## config.mk

```make
export PLATFORM = sky130hd
export DESIGN_NAME = axi4lite_native_master
export DESIGN_NICKNAME = d
export VERILOG_FILES = /design/src/rtl/axi4lite_pkg.sv /design/src/rtl/axi4lite_watchdog.sv /design/src/rtl/axi4lite_native_master.sv
export SDC_FILE = /design/constraint.sdc
export NUM_CORES = 1
export LEC_CHECK = 0
export CAP_MARGIN = 30
export CELL_PAD_IN_SITES_DETAIL_PLACEMENT = 0
export CELL_PAD_IN_SITES_GLOBAL_PLACEMENT = 1
export CORE_ASPECT_RATIO = 0.8
export CORE_MARGIN = 4
export CORE_UTILIZATION = 31
export DETAILED_ROUTE_END_ITERATION = 7
export PLACE_DENSITY = 0.9
export SYNTH_ARGS = -nofsm -noshare
export SYNTH_HDL_FRONTEND = slang
export SYNTH_SLANG_ARGS = --single-unit
```

## constraint.sdc

```tcl
create_clock -name clk -period 6.15 [get_ports clk]
set_input_delay 1.845 -clock clk [delete_from_list [all_inputs] [get_ports clk]]
set_output_delay 1.845 -clock clk [all_outputs]
set_load 0.02 [all_outputs]
```

## src/rtl/axi4lite_pkg.sv

```systemverilog
// Shared types and constants for the native-to-AXI4-lite initiator.
package axi4lite_pkg;

  localparam int unsigned ADDR_W = 32;
  localparam int unsigned DATA_W = 32;
  localparam int unsigned STRB_W = 4;

  typedef enum logic [2:0] {
    ST_IDLE       = 3'd0,
    ST_WADDR_DATA = 3'd1,
    ST_WRESP      = 3'd2,
    ST_RADDR      = 3'd3,
    ST_RDATA      = 3'd4,
    ST_DONE       = 3'd5
  } state_e;

  localparam logic [2:0]        PROT_DATA  = 3'b000;
  localparam logic [2:0]        PROT_INSN  = 3'b100;
  localparam logic [STRB_W-1:0] WSTRB_NONE = 4'b0000;

endpackage

```

## src/rtl/axi4lite_watchdog.sv

```systemverilog
// Saturating stall counter with a sticky expiry flag; TIMEOUT_CYCLES=0 disables it.
module axi4lite_watchdog #(
  parameter int unsigned TIMEOUT_CYCLES = 1024
) (
  input  logic clk,
  input  logic reset,
  input  logic clear,
  input  logic count_en,
  output logic expired
);

  localparam int unsigned CNT_W  = (TIMEOUT_CYCLES == 0) ? 1 : $clog2(TIMEOUT_CYCLES + 1);
  localparam logic [CNT_W-1:0] LIMIT = CNT_W'(TIMEOUT_CYCLES);
  localparam bit   ENABLE = (TIMEOUT_CYCLES != 0);

  logic [CNT_W-1:0] cnt_q, cnt_d;
  logic             expired_q, expired_d;

  // Next count and flag: clear wins, otherwise count up to LIMIT and hold.
  always_comb begin
    cnt_d     = cnt_q;
    expired_d = expired_q;
    if (clear) begin
      cnt_d = '0;
    end else if (count_en && (cnt_q != LIMIT)) begin
      cnt_d = cnt_q + CNT_W'(1);
      if (ENABLE && (cnt_d == LIMIT)) begin
        expired_d = 1'b1;
      end
    end
  end

  // Counter and sticky flag registers.
  always_ff @(posedge clk or posedge reset) begin
    if (reset) begin
      cnt_q     <= '0;
      expired_q <= 1'b0;
    end else begin
      cnt_q     <= cnt_d;
      expired_q <= expired_d;
    end
  end

  assign expired = expired_q;

endmodule

```

## src/rtl/axi4lite_native_master.sv

```systemverilog
// Native valid/ready memory port to AXI4-lite initiator, one transaction in flight.
module axi4lite_native_master
  import axi4lite_pkg::*;
#(
  parameter int unsigned TIMEOUT_CYCLES = 1024
) (
  input  logic              clk,
  input  logic              reset,
  input  logic              mem_valid,
  input  logic              mem_instr,
  input  logic [ADDR_W-1:0] mem_addr,
  input  logic [DATA_W-1:0] mem_wdata,
  input  logic [STRB_W-1:0] mem_wstrb,
  output logic              mem_ready,
  output logic [DATA_W-1:0] mem_rdata,
  output logic              mem_axi_awvalid,
  input  logic              mem_axi_awready,
  output logic [ADDR_W-1:0] mem_axi_awaddr,
  output logic [2:0]        mem_axi_awprot,
  output logic              mem_axi_wvalid,
  input  logic              mem_axi_wready,
  output logic [DATA_W-1:0] mem_axi_wdata,
  output logic [STRB_W-1:0] mem_axi_wstrb,
  input  logic              mem_axi_bvalid,
  output logic              mem_axi_bready,
  output logic              mem_axi_arvalid,
  input  logic              mem_axi_arready,
  output logic [ADDR_W-1:0] mem_axi_araddr,
  output logic [2:0]        mem_axi_arprot,
  input  logic              mem_axi_rvalid,
  output logic              mem_axi_rready,
  input  logic [DATA_W-1:0] mem_axi_rdata,
  output logic              busy,
  output logic              timeout
);

  state_e              state_q, state_d;
  logic [ADDR_W-1:0]   addr_q, addr_d;
  logic [DATA_W-1:0]   wdata_q, wdata_d;
  logic [STRB_W-1:0]   wstrb_q, wstrb_d;
  logic                instr_q, instr_d;
  logic                awvalid_q, awvalid_d;
  logic                wvalid_q, wvalid_d;
  logic                arvalid_q, arvalid_d;
  logic                bready_q, bready_d;
  logic                rready_q, rready_d;
  logic                ready_q, ready_d;
  logic [DATA_W-1:0]   rdata_q, rdata_d;
  logic                busy_q, busy_d;
  logic                wd_clear, wd_count;

  // Next-state and channel-register logic; every AXI control output is a flop.
  always_comb begin
    state_d   = state_q;
    addr_d    = addr_q;
    wdata_d   = wdata_q;
    wstrb_d   = wstrb_q;
    instr_d   = instr_q;
    awvalid_d = awvalid_q;
    wvalid_d  = wvalid_q;
    arvalid_d = arvalid_q;
    bready_d  = bready_q;
    rready_d  = rready_q;
    ready_d   = 1'b0;
    rdata_d   = rdata_q;
    unique case (state_q)
      ST_IDLE: begin
        if (mem_valid) begin
          addr_d  = mem_addr;
          wdata_d = mem_wdata;
          wstrb_d = mem_wstrb;
          instr_d = mem_instr;
          if (mem_wstrb != WSTRB_NONE) begin
            state_d   = ST_WADDR_DATA;
            awvalid_d = 1'b1;
            wvalid_d  = 1'b1;
          end else begin
            state_d   = ST_RADDR;
            arvalid_d = 1'b1;
          end
        end
      end
      ST_WADDR_DATA: begin
        // AW and W retire independently; leave once neither is pending.
        if (mem_axi_awready) awvalid_d = 1'b0;
        if (mem_axi_wready)  wvalid_d  = 1'b0;
        if (!awvalid_d && !wvalid_d) begin
          state_d  = ST_WRESP;
          bready_d = 1'b1;
        end
      end
      ST_WRESP: begin
        if (mem_axi_bvalid) begin
          bready_d = 1'b0;
          ready_d  = 1'b1;
          state_d  = ST_DONE;
        end
      end
      ST_RADDR: begin
        if (mem_axi_arready) begin
          arvalid_d = 1'b0;
          rready_d  = 1'b1;
          state_d   = ST_RDATA;
        end
      end
      ST_RDATA: begin
        if (mem_axi_rvalid) begin
          rready_d = 1'b0;
          rdata_d  = mem_axi_rdata;
          ready_d  = 1'b1;
          state_d  = ST_DONE;
        end
      end
      ST_DONE: begin
        state_d = ST_IDLE;
      end
      default: begin
        state_d = ST_IDLE;
      end
    endcase
    busy_d = (state_d != ST_IDLE);
  end

  // State and channel registers.
  always_ff @(posedge clk or posedge reset) begin
    if (reset) begin
      state_q   <= ST_IDLE;
      addr_q    <= '0;
      wdata_q   <= '0;
      wstrb_q   <= '0;
      instr_q   <= 1'b0;
      awvalid_q <= 1'b0;
      wvalid_q  <= 1'b0;
      arvalid_q <= 1'b0;
      bready_q  <= 1'b0;
      rready_q  <= 1'b0;
      ready_q   <= 1'b0;
      rdata_q   <= '0;
      busy_q    <= 1'b0;
    end else begin
      state_q   <= state_d;
      addr_q    <= addr_d;
      wdata_q   <= wdata_d;
      wstrb_q   <= wstrb_d;
      instr_q   <= instr_d;
      awvalid_q <= awvalid_d;
      wvalid_q  <= wvalid_d;
      arvalid_q <= arvalid_d;
      bready_q  <= bready_d;
      rready_q  <= rready_d;
      ready_q   <= ready_d;
      rdata_q   <= rdata_d;
      busy_q    <= busy_d;
    end
  end

  // Watchdog restarts on each state change and runs only while waiting on the bus.
  assign wd_clear = (state_d != state_q);
  assign wd_count = (state_q == ST_WADDR_DATA) || (state_q == ST_WRESP) ||
                    (state_q == ST_RADDR) || (state_q == ST_RDATA);

  axi4lite_watchdog #(
    .TIMEOUT_CYCLES(TIMEOUT_CYCLES)
  ) u_watchdog (
    .clk     (clk),
    .reset   (reset),
    .clear   (wd_clear),
    .count_en(wd_count),
    .expired (timeout)
  );

  assign mem_ready       = ready_q;
  assign mem_rdata       = rdata_q;
  assign mem_axi_awvalid = awvalid_q;
  assign mem_axi_awaddr  = addr_q;
  assign mem_axi_awprot  = PROT_DATA;
  assign mem_axi_wvalid  = wvalid_q;
  assign mem_axi_wdata   = wdata_q;
  assign mem_axi_wstrb   = wstrb_q;
  assign mem_axi_bready  = bready_q;
  assign mem_axi_arvalid = arvalid_q;
  assign mem_axi_araddr  = addr_q;
  assign mem_axi_arprot  = instr_q ? PROT_INSN : PROT_DATA;
  assign mem_axi_rready  = rready_q;
  assign busy            = busy_q;

endmodule

```

**Yosys cells after proc, flatten, opt, wreduce, memory -nomap -nowiden**

Cells that the tools add are included.

- Bits of input ports: 109
- Bits in registers: 123
- Logic and storage cells: 84
- Output and inout bits: 146

- Reduce and logical (&&, ||, !) cells: 22
- $add $sub $neg: 1
- Mux-type cells: 31
- Equality and inequality tests: 14
- Bitwise gates (word level): 1

Operators by type and width:

| kind | count |
|---|---|
| 2-to-1 mux 11 bit | 2 |
| 2-to-1 mux 3 bit | 6 |
| 2-to-1 mux 1 bit | 15 |
| case mux 3 bit (5 select lines) | 1 |
| inequality test 2 bit (second input constant) | 7 |
| case mux 1 bit (2 select lines) | 6 |
| AND reduction 3 bit | 4 |
| adder 11 x 1 -> 11 bit (second input constant) | 1 |
| == test 11 bit (second input constant) | 1 |
| inequality test 11 bit (second input constant) | 1 |
| nonzero test 2 bit | 5 |
| == test 3 x 2 -> 1 bit (second input constant) | 2 |
| AND reduction 2 bit | 2 |
| AND reduction 4 bit | 1 |
| nonzero test 4 bit | 1 |
| == test 3 x 1 -> 1 bit (second input constant) | 1 |
| == test 3 bit (second input constant) | 1 |
| logical NOT 3 bit | 1 |
| logical OR 1 bit | 3 |
| inequality test 3 bit | 1 |
| nonzero test 3 bit | 1 |
| logical AND 1 bit | 2 |
| logical NOT 1 bit | 2 |
| 2-to-1 mux 2 bit | 1 |
| NOT 1 bit | 1 |

**Logic depth before layout (Yosys ltp)**

- Depth after elaboration: 9
- Mapped depth: 8
- Mapped depth without buffers: 7

**By module**

A second synthesis with hierarchy kept.

- Cells, all modules: 399
- Area, all modules: 5464.0 µm²

By module, submodules not included:

| module | sequential area each (µm²) | cells an instance | area each (µm²) | instances |
|---|---|---|---|---|
| axi4lite_native_master | 2777.7 | 309 | 4628.2 | 1 |
| axi4lite_watchdog | 300.3 | 90 | 835.8 | 1 |

**Worst setup path before layout**

No wires, ideal clock.

- Path kind: input to register
- From: in mem_valid
- To: reg addr_q[9] (netlist: mem_axi_araddr[9])
- Library setup time: 0.125 ns
- Required time: 6.025 ns
- Path slack: 3.135 ns
- Stages: 5
- Data arrival time: 2.890 ns
- Path buffers: 2
- Path through: nand2b_1 -> nor3_4 -> buf_2 -> buf_4 -> mux2_2

- Longest elaborated chain between the ends: 1

RTL lines:

| item | RTL line | source |
|---|---|---|
| start: declaration | axi4lite_native_master.sv:9 | `input logic mem_valid,` |
| AND reduction 2 bit (no line) | n/a |  |
| end signal: assignment | axi4lite_native_master.sv:142 | `addr_q <= addr_d;` |
| end: declaration | axi4lite_native_master.sv:38 | `logic [ADDR_W-1:0] addr_q, addr_d;` |

Every way passes these cells.
A chain may end at the register's enable or synchronous reset.

**Worst setup path after layout**

- From: in mem_axi_awready
- To: reg u_watchdog.expired_q (netlist: u_watchdog.expired)

- Longest elaborated chain between the ends: 9

RTL lines:

| item | RTL line | source |
|---|---|---|
| start: declaration | axi4lite_native_master.sv:17 | `input logic mem_axi_awready,` |
| 2-to-1 mux 1 bit | axi4lite_native_master.sv:85 | `if (mem_axi_awready) awvalid_d = 1'b0;` |
| 2-to-1 mux 1 bit | axi4lite_native_master.sv:66 | `unique case (state_q)` |
| logical NOT 1 bit | axi4lite_native_master.sv:87 | `if (!awvalid_d && !wvalid_d) begin` |
| logical AND 1 bit | axi4lite_native_master.sv:87 |  |
| 2-to-1 mux 3 bit | axi4lite_native_master.sv:87 |  |
| case mux 3 bit (5 select lines) | axi4lite_native_master.sv:66 |  |
| inequality test 3 bit | axi4lite_native_master.sv:158 | `assign wd_clear = (state_d != state_q);` |
| NOT 1 bit (no line) | n/a |  |
| AND reduction 3 bit (no line) | n/a |  |
| end signal: assignment | axi4lite_watchdog.sv:40 | `expired_q <= expired_d;` |
| end: declaration | axi4lite_watchdog.sv:17 | `logic expired_q, expired_d;` |

Every way passes these cells. The select of a mux whose other input is x is not followed.

==> results.rst <==
.. list-table::
   :header-rows: 1

   * - Metric
     - Value
   * - Peak supply drop
     - 0.3378 mV
   * - Cell count of the worst hold path
     - 2
   * - Grt ovf
     - 0
   * - Met2 GRT Util
     - between 20% and 30%
   * - Via density per instance
     - between 4 and 5
   * - Worst-path maximum fanout
     - 12
   * - Crit path DAT
     - roughly 3800 ps
   * - Pin slew with the least headroom to its limit
     - between 900 and 1000 ps
   * - Buffering stage count on the worst path with inverters included
     - 2
   * - Fin Clk Skew
     - roughly 8.9 ps
   * - Met1 Use GR
     - between 15 and 20%
   * - Most common library cell in the layout ignoring fill and taps
     - sky130_fd_sc_hd__clkdlybuf4s50_1
   * - Multiplexer fraction of the synthesized cell area
     - between 20% and 30%
   * - Cell class contributing the biggest share of worst-path delay
     - compound AO/OA/AOI/OAI gates
   * - Global-route wire length before repair
     - ~23 mm
   * - Slowest CP cell
     - sky130_fd_sc_hd__a21oi_1
   * - Xor and xnor area share after synthesis
     - under 10%
   * - Maximum number of pins on one net before global-route repair
     - 47
   * - Setup Buffers After CTS
     - 0
   * - Initial standard-cell utilization of the core
     - roughly a third
   * - Delay of the slowest cell on the worst path
     - roughly 770 ps
   * - Number of fillers in the final layout
     - roughly 1400
   * - Die span in x
     - around 160 um
   * - Number of synthesized register bits
     - between 100 and 150
   * - GRT Resource Usage Total
     - 15.17%
   * - TritonCTS clock tree
     - yes
   * - Combinational Power Share
     - about half
   * - Crit path time final
     - 3571 ps
   * - Post-route standard cell area excluding fillers
     - around 8400 um2
   * - Cts bufs inserted
     - 17
   * - Ports placed on the boundary
     - ~260
   * - Number of antenna violations at the first check in global routing
     - 0
   * - Total of max-cap violations
     - 0
   * - Routability congestion estimate from global placement
     - approximately 0.8
   * - Run status
     - finished clean
   * - Clock network power share
     - a little over a fifth
   * - Number of setup violations in the final report
     - 0
   * - CTS Hold Buffers Added
     - 0
   * - Routed via count
     - between 3000 and 4000
   * - Setup TNS
     - 0 ps
   * - Most frequent cells in the layout
     - 249 x sky130_fd_sc_hd__clkdlybuf4s50_1, 123 x sky130_fd_sc_hd__dfrtp_1, 90 x sky130_fd_sc_hd__mux2_2, 17 x sky130_fd_sc_hd__clkbuf_16, 15 x sky130_fd_sc_hd__nor2_1
   * - NetSw
     - about 0.0018 W
   * - Routed len/inst
     - around 17 um
   * - Cell taking the most area after synthesis
     - sky130_fd_sc_hd__dfrtp_1
   * - RSZ-0062 raised after global routing
     - false
   * - # port buffers
     - around 250
   * - Post-cts resize count
     - 0
   * - Simple-gate share of the synthesized area
     - between 7 and 8%
   * - Area fraction of the dominant cell type after synthesis
     - ~57%
   * - Instance area at placement
     - between 7000 and 8000 um2
   * - Dominant cells by area after synthesis
     - sky130_fd_sc_hd__dfrtp_1 57%, sky130_fd_sc_hd__mux2_2 19%, sky130_fd_sc_hd__buf_4 5.6%, sky130_fd_sc_hd__mux2_1 2.3%, sky130_fd_sc_hd__buf_2 1.7%
   * - Critical path capture point type
     - register
   * - Remaining design rule violation count
     - 0
   * - Final worst path period share
     - between 50% and 60%
   * - Chip height
     - approximately 130 um
   * - Half-perimeter wire length of the detailed placement result
     - ~11 mm
   * - Number of pins with negative max-slew slack in the final report
     - 0
   * - Worst hold-check path type
     - reg -> reg
   * - Most used routing layer in global routing
     - met2
   * - Worst relative slew slack
     - between 30 and 40%
   * - Floorplan core area
     - about 17000 um2
   * - Count of inserted antenna diode cells
     - 0
   * - Combined area of all synthesized cells
     - 5379 um2
   * - Highest clock frequency the design can meet
     - ~280 MHz
   * - Clk slew on worst S/H paths
     - roughly 50 ps
   * - Total number of cells along the worst setup path
     - 6
   * - Clock Sink Count
     - between 100 and 150
   * - Post-synthesis cell type count
     - 43
   * - Required time reported for the critical path endpoint
     - between 6000 and 7000 ps
   * - Library cell used as clock root buffer
     - sky130_fd_sc_hd__clkbuf_16
   * - Synthesized instance count
     - between 400 and 500
   * - Synthesized-area fraction occupied by ao, oa, aoi and oai cells
     - 3.210%
   * - DRT Pass-1 Iters
     - 4
   * - Internal power
     - slightly above 0.003 W
   * - Pwr/cell area
     - approximately 580 nW/um2
   * - Largest family of logic cells by synthesized area
     - multiplexers
   * - Area growth from synthesis to layout
     - 56.76%
   * - Classification of the worst setup path
     - in -> reg
   * - Count of yosys warnings during synthesis
     - 0
   * - Number of nets in the layout
     - between 700 and 800
   * - Switching part of the total power
     - between 30% and 40%
   * - Power share of the sequential group
     - 29.8%
   * - Sequential-to-total area share from yosys stat
     - 57.22%
   * - Site row count
     - 42
   * - Count of antenna-violating nets left after detailed routing
     - 0
   * - Die Footprint
     - 19540 um2
   * - Final routed wirelength across all metal layers
     - 14.26 mm
   * - Worst reg-to-reg path cell count
     - 4
   * - Via count of the first global-routing pass
     - between 4000 and 5000
   * - Mean area per synthesized cell
     - roughly 13 um2
   * - Hold violation total from the final report
     - 0
   * - Maximum level of the CTS H-tree
     - 4
   * - Source-to-sink clock delay at the later pin of the worst-skew pair
     - a little over 400 ps
   * - Cell Chain, Critical Path
     - clkdlybuf4s50_1 > inv_1 > a22oi_1 > o32ai_1 > a21oi_1 > o41ai_2
   * - 1st-iter DRT viols
     - approximately 160
   * - Sort of element at the start of the critical path
     - input port
   * - Post-synthesis share of cell area spent on full adders, half adders and majority gates
     - less than 1%
   * - Leak
     - approximately 3.5 nW
   * - Grt met3 use
     - around 7.6%
   * - Layout cell share with drive strength beyond 1
     - around a fifth
   * - Maximum root-to-sink buffer count
     - 2
[cell families (layout without fill, tap and decap cells)]
logic type / count (synthesis) / in the layout
AOI/OAI and AO/OA: 26 / 26
xor gates and xnor gates: 13 / 13
adders and majority gates: 3 / 3
buffers and inverters: 66 / 293
DFF: 123 / 123
muxes: 103 / 103
other: 1 / 5
and+or+nand+nor: 70 / 70
[worst register-to-register path: cells and delay by family, from the launching register on]
family	cells	cell delay (ps)
flip-flops	1	580
AND/OR/NAND/NOR	1	360
AO/OA/AOI/OAI	3	1080
[through the flow]
stage / worst slack, ps / total power (W) / util (%) / hold WS (ps) / instances
after global placement: 2190 / 0.003817 / 46.52 / 466.4 / 823
after detailed placement: 2150 / 0.003880 / 46.69 / 458.3 / 824
after CTS: 2576 / 0.004922 / 50.30 / 479.3 / 856
final: 2579 / 0.004849 / 50.30 / 478.8 / 856
after floorplan: 1034 / 0.002831 / - / 482.0 / 409
after global routing: 2401 / 0.005128 / 50.30 / 508.6 / 856
[Yosys cell counts (all sizes together)]
master     n
nor4b      1
o41ai      1
mux2     101
and3       3
xnor2      4
xor2       9
ha         3
and4       1
a21oi      7
o21ai      7
nand2b     6
and2       2
dfrtp    123
nor4bb     1
buf       59
o31ai      1
a21boi     2
nor2      15
inv        7
nand3      9
conb       1
mux2i      2
nor4       3
or3        3
nand2     12
a21o       3
nor2b      3
a22oi      2
o2111ai    1
nor3       5
nand4      6
a211o      1
o32ai      1
[power groups by stage]
stage	clock (W)	sequential, W	combinational [W]
after floorplan	0	0.00184	0.000989
after global placement	0	0.00144	0.00238
after detailed placement	0	0.00146	0.00242
after CTS	0.00104	0.00145	0.00243
after global routing	0.00108	0.00151	0.00254
final	0.00101	0.00145	0.00239
[flip-flops by register name (all words and copies together) (netlist names), 3 cells and up]
register / count
mem_axi_araddr: 32
mem_axi_wdata: 32
mem_axi_wstrb: 4
mem_rdata: 32
state_q: 3
u_watchdog.cnt_q: 11
[layer usage]
layer | wire, um | up-vias
met5 | 0 | -
met4 | 251 | 0
met3 | 1554 | 19
met2 | 7085 | 167
met1 | 5366 | 1926
li1 | - | 1800
[path summary, 6_finish.rpt]
kind                                     from                   to  slack [ps]
min reg2reg                u_watchdog.expired   u_watchdog.expired         480
max in group asynchronous               reset  u_watchdog.cnt_q[7]        3400
min in group asynchronous               reset         mem_rdata[6]        1870
max reg2reg                        state_q[1]   u_watchdog.expired        3970
max                           mem_axi_awready   u_watchdog.expired        2580
min                        u_watchdog.expired   u_watchdog.expired         480
[area by class of cell]
class,count,area (um2),area share [%]
flip-flops and latches,123,3078,36.50
repair buffers,254,2550,30.24
multi-input cells,220,1894,22.47
clock buffers,19,452.9,5.372
well taps,220,275.3,3.265
clock inverters,13,152.6,1.810
inverters,7,28.78,0.3413
Note: power is estimated with default switching activity, not from simulation.
